`config.mk`:
```
export PLATFORM = sky130hd
export DESIGN_NAME = quantum_scheduler
export DESIGN_NICKNAME = d
export VERILOG_FILES = /design/src/rtl/quantum_scheduler.sv
export SDC_FILE = /design/constraint.sdc
export NUM_CORES = 1
export LEC_CHECK = 0
export ABC_AREA = 0
export BUFFER_PORTS_ARGS = -buffer_cell sky130_fd_sc_hd__buf_2
export CAP_MARGIN = 20
export CORE_UTILIZATION = 23
export DETAILED_ROUTE_END_ITERATION = 8
export GPL_ROUTABILITY_DRIVEN = 0
export SLEW_MARGIN = 20
export SYNTH_ARGS = -nofsm -noshare
export SYNTH_HDL_FRONTEND = slang
export SYNTH_SLANG_ARGS = --single-unit
```
`constraint.sdc`:
```
create_clock -name clock -period 25 [get_ports clock]
set_input_delay 2.5 -clock clock [delete_from_list [all_inputs] [get_ports clock]]
set_output_delay 2.5 -clock clock [all_outputs]
set_load 0.03 [all_outputs]
```
`src/rtl/quantum_scheduler.sv`:
```
// Round-robin context switcher driven by the preemption timer and process finish.
// Saves the running PC, picks the next active slot and drives PC, offset and quantum reloads.
module quantum_scheduler #(
  parameter int          NPROC       = 4,
  parameter int          ID_W        = 2,
  parameter logic [31:0] SLOT_WORDS  = 32'd256,
  parameter logic [31:0] DEF_QUANTUM = 32'd100
) (
  input  logic            clock,
  input  logic            reset,
  input  logic            interrupt,
  input  logic            finish,
  input  logic [31:0]     pc_current,
  input  logic            create_valid,
  input  logic [ID_W-1:0] create_id,
  input  logic [31:0]     create_pc,
  input  logic [31:0]     create_quantum,
  output logic            pc_load,
  output logic [31:0]     pc_next,
  output logic [31:0]     im_offset,
  output logic            timer_load,
  output logic [31:0]     quantum,
  output logic [ID_W-1:0] active_id,
  output logic            switching,
  output logic            idle
);

  typedef enum logic [1:0] {IDLE, SELECT, LOAD, RUN} state_t;

  state_t           state_reg, state_next;
  logic [ID_W-1:0]  cur_reg, cur_next;
  logic [NPROC-1:0] active_reg, active_next;
  logic [31:0]      pc_table [NPROC];
  logic [31:0]      q_table  [NPROC];

  logic             found;
  logic [ID_W-1:0]  pick;
  logic [ID_W-1:0]  probe;
  logic             save_pc;
  logic [31:0]      create_q;
  logic [31:0]      cur_ext;

  assign save_pc  = (state_reg == RUN) && !finish && interrupt;
  assign create_q = (create_quantum == 32'd0) ? DEF_QUANTUM : create_quantum;

  // Descending probe order so the nearest slot after cur wins; k == NPROC wraps to cur itself.
  always_comb begin
    found = 1'b0;
    pick  = cur_reg;
    probe = cur_reg;
    for (int k = NPROC; k >= 1; k--) begin
      probe = cur_reg + ID_W'(k);
      if (active_reg[probe]) begin
        found = 1'b1;
        pick  = probe;
      end
    end
  end

  // Create is applied after finish so a same-slot create keeps the slot alive.
  always_comb begin
    active_next = active_reg;
    if ((state_reg == RUN) && finish)
      active_next[cur_reg] = 1'b0;
    if (create_valid)
      active_next[create_id] = 1'b1;
  end

  always_comb begin
    state_next = state_reg;
    cur_next   = cur_reg;
    case (state_reg)
      IDLE:   if (|active_next) state_next = SELECT;
      SELECT: begin
        if (found) begin
          cur_next   = pick;
          state_next = LOAD;
        end else begin
          state_next = IDLE;
        end
      end
      LOAD:   state_next = RUN;
      RUN:    if (finish || interrupt) state_next = SELECT;
      default: state_next = IDLE;
    endcase
  end

  always_ff @(negedge clock or posedge reset) begin
    if (reset) begin
      state_reg  <= IDLE;
      cur_reg    <= '0;
      active_reg <= '0;
    end else begin
      state_reg  <= state_next;
      cur_reg    <= cur_next;
      active_reg <= active_next;
    end
  end

  // A create to the same slot lands after the PC save, so the new start PC wins.
  always_ff @(negedge clock or posedge reset) begin
    if (reset) begin
      for (int i = 0; i < NPROC; i++) begin
        pc_table[i] <= '0;
        q_table[i]  <= '0;
      end
    end else begin
      if (save_pc)
        pc_table[cur_reg] <= pc_current;
      if (create_valid) begin
        pc_table[create_id] <= create_pc;
        q_table[create_id]  <= create_q;
      end
    end
  end

  assign cur_ext    = 32'(cur_reg);
  assign pc_load    = (state_reg == LOAD);
  assign timer_load = (state_reg == LOAD);
  assign pc_next    = (state_reg == LOAD) ? pc_table[cur_reg] : 32'd0;
  assign quantum    = (state_reg == LOAD) ? q_table[cur_reg]  : 32'd0;
  // cur only changes on entry to LOAD, so these hold their values outside it.
  assign active_id  = cur_reg;
  assign im_offset  = cur_ext * SLOT_WORDS;
  assign switching  = (state_reg == SELECT) || (state_reg == LOAD);
  assign idle       = (state_reg == IDLE);

endmodule

```
== After elaboration in Yosys (flattened, before gate mapping) ==
Index checks and enable logic that the tools add are counted.
Widths: inputs -> output; s select.
Word-level totals
  bits in registers: 264
  output and inout port bits: 102
Operators by class
  add/sub/neg operators: 3
  magnitude comparators: 11
  eq/ne operators: 5
  mux-type cells: 43
  bitwise logic cells: 5
  reduce and logical (&&, ||, !) cells: 16
Operators with widths (number)
  $bwmux 128: 3
  $mux 32: 9
  $mux 128: 2
  $bmux 32 s2: 2
  $demux 32 s2: 2
  $logic_not 32->1: 1
  $lt 2x3->1 const B: 5
  $mux 2: 6
  $mux 1: 10
  $bmux 1 s2: 4
  $mux 4: 2
  $pmux 2 s4: 1
  $logic_and 1x1->1: 7
  $ge 3x3->1 const B: 2
  $lt 3x1->1 const B: 2
  $not 2->3: 2
  $add 2x2->2 const B: 2
  $and 4x4->4: 1
  $demux 1 s2: 2
  $eq 2x2->1 const B: 2
  $ge 2x1->1 const B: 2
  $ne 2x1->1 const B: 2
  $not 4->4: 1
  $or 4x4->4: 1
  other kinds (9): 10

== Logic depth before layout (Yosys ltp) ==
  word-level depth: 12
  mapped depth: 9

==> flow_summary.toml <==
[logic_synthesis]
yosysWarnings = 0
synth_cell_type_count = 34
synth_top_area_cell = "dfrtn_1"
synth_area_um2 = 13440
synth_top_family_by_area = "multiplexers"
synth_compound_area_share_pct = 5.882
ys_seq_elements = 264
muxShareOfSynthArea_pct = 30.61
synthXorXnorAreaFrac_pct = 0.06515
syn_inst = 1114
synthTopCellsByArea = "dfrtn_1, mux4_2, mux2i_1, mux2_2, a21oi_1"
avgSynthCellArea_um2 = 12.07
seq_area_frac_synth_pct = 49.14
synth-simple-area-share_pct = 8.627
synth_top_area_share_pct = 49.14
synth_fa_ha_area_share_pct = 0.8376

[layout]
mostFrequentLayoutCells = "dfrtn_1, buf_2, mux2i_1"
final_cells = 2046
final_area_um2 = 16030
syn_to_final_growth_pct = 19.23
fillers = 5965
drive_gt1_share_pct = 33.96
fin_nets = 1369
n_antenna_cell = 0
layout_commonest_cell = "dfrtn_1"
final_util_pct = 27.78

[clock_tree]
cts_buffer_depth = 3
cts_made_buffers = 31
cts.hold.buffers_added = 0
cts_setup_buffers = 0
worstSkewPairLatency_ns = 0.56
ctsRootBufferMaster = "clkbuf_16"
tritoncts = "built"
cts-htree-levels = 1
clkTransAtPathRegs_ns = 0.04
clock-sinks = 264
post_cts_resized = 0

[hold_path]
whs_path_depth = 2
hp-class = "reg2reg"

[timing]
rsz0062_at_grt = "false"
drv_slew = 0
setup_ws_ns = 7.298
hold_viol_final = 0
fin_skew_ns = 0.007142
max_slew_margin_pct = 30.01
finalSetupViolations = 0
setup_tns_ns = 0
worst_slew_pin_slew_ns = 1.050
fin_hold_ws_ns = 0.4264

[routing]
post_drt_wl_per_cell_um = 17.90
dr.pass1.iters = 4
postRouteAntennaNets = 0
vias = 9130
wl_mm = 36.63
drtIter0Drc = 464
avgViaCountPerCell = 4.462
drc = 0

[pwr]
powerDensity_nw_per_um2 = 99.23
leakagePower_nw = 7.662
p_sw_share_pct = 32.23
pwr-share-seq_pct = 36.9
p_sw_mw = 0.5127
total_power_mw = 1.591
combPwrFrac_pct = 32.7
vdd_drop_max_mv = 0.06111
clock_power_share_pct = 30.4
p_int_mw = 1.078

[placement]
dp_cells = 1989
dp_slack_ns = 7.809
placed_area_um2 = 14940
portBuffers = 174
hpwl_mm = 22.78

[global_routing]
use_met1_pct = 15.87
grt_antenna_before_repair = 8
grt_use_met3_pct = 2.776
gr-total-overflow = 0
grt_usage_pct = 12.19
met2_usage_pct = 20.55
grt_pass1_vias = 9454
grt_pass1_wl_mm = 56.58
top_usage_layer = "met2"
grt_max_degree = 122

[run_status]
status = "complete, no violations"

[die]
num_rows = 88
core_um2 = 57700
die_w_um = 243.8
io_pins = 205
initial_core_util_pct = 23.30
die_h_um = 243.8
dieArea_um2 = 59420

[worst_setup_path]
crit_path_end_kind = "output port"
startpoint_type = "flip-flop"
crit_type = "reg2out"
critical_path_required_ns = 22.50
cp.arrival_ns = 15.20
ff2ff_path_depth = 7
crit_path_max_fanout = 37

[job]
cap_violations = 0
==> final timing paths <==
kind                                          start                 endpoint  slack (ns)
setup / recovery           state_reg[0]$_DFFE_NP0P_              pc_next[19]        7.30
hold / removal               q_table[2]$_DFFE_NP0P_   q_table[2]$_DFFE_NP0P_        0.43
setup reg to reg           active_id[0]$_DFFE_NP0P_   pc_table[34]$_DFF_NP0_       21.86
hold reg to reg              q_table[2]$_DFFE_NP0P_   q_table[2]$_DFFE_NP0P_        0.43
max in group asynchronous                     reset  q_table[76]$_DFFE_NP0P_        8.92
min in group asynchronous                     reset  pc_table[102]$_DFF_NP0_       14.49
==> final cells by class <==
cell class	instances	area [um2]	area share, %
clock inverters	15	211.5	1.319
clock buffers	42	877.1	5.472
repair buffers	192	1006	6.276
well taps	765	957.2	5.971
flip-flops and latches	264	6606	41.21
inverters	9	41.29	0.2576
multi-input cells	759	6330	39.49
==> power groups by stage <==
stage | logic, mW | clock network (mW) | registers [mW]
2_1_floorplan | 0.411 | 0 | 0.580
3_3_place_gp | 0.523 | 0 | 0.586
3_5_place_dp | 0.531 | 0 | 0.593
4_1_cts | 0.532 | 0.502 | 0.586
5_1_grt | 0.569 | 0.518 | 0.598
6_report | 0.521 | 0.483 | 0.587
==> Yosys cell counts, drive strengths merged <==
cell type  number
a211oi          2
a21o            3
a21oi         102
a222oi          1
a31oi           1
and2           65
buf            90
clkbuf         21
conb            1
dfrtn         264
ha              9
inv             9
mux2          117
mux2i         131
mux4           66
nand2          62
nand3           1
nand3b          2
nand4           2
nor2          108
nor2b           2
nor3            1
nor3b           2
nor4            8
o21ai          41
o21bai          1
o22a            1
xnor2           1
==> layer usage <==
layer  vias to the layer above  routed length (um)
met4                        14                 554
met3                        51                2221
met5                         -                  80
met2                       233               17540
li1                       4188                   -
met1                      4644               16240
==> worst max-delay path, cell delays in order, from the launching register on <==
cell and delay [ns]:
dfrtn_1 0.38, inv_1 0.13, ha_2 0.76, buf_4 0.47
and2_1 0.19, buf_2 0.20
==> kinds of logic after synthesis <==
group,after synthesis
AO/OA/AOI/OAI,152
buffers and inverters,120
XOR/XNOR,1
adder cells (fa/ha/maj),9
other,1
AND/OR/NAND/NOR,253
multiplexers,314
flip-flops,264
Power figures use the tool's default switching activity.
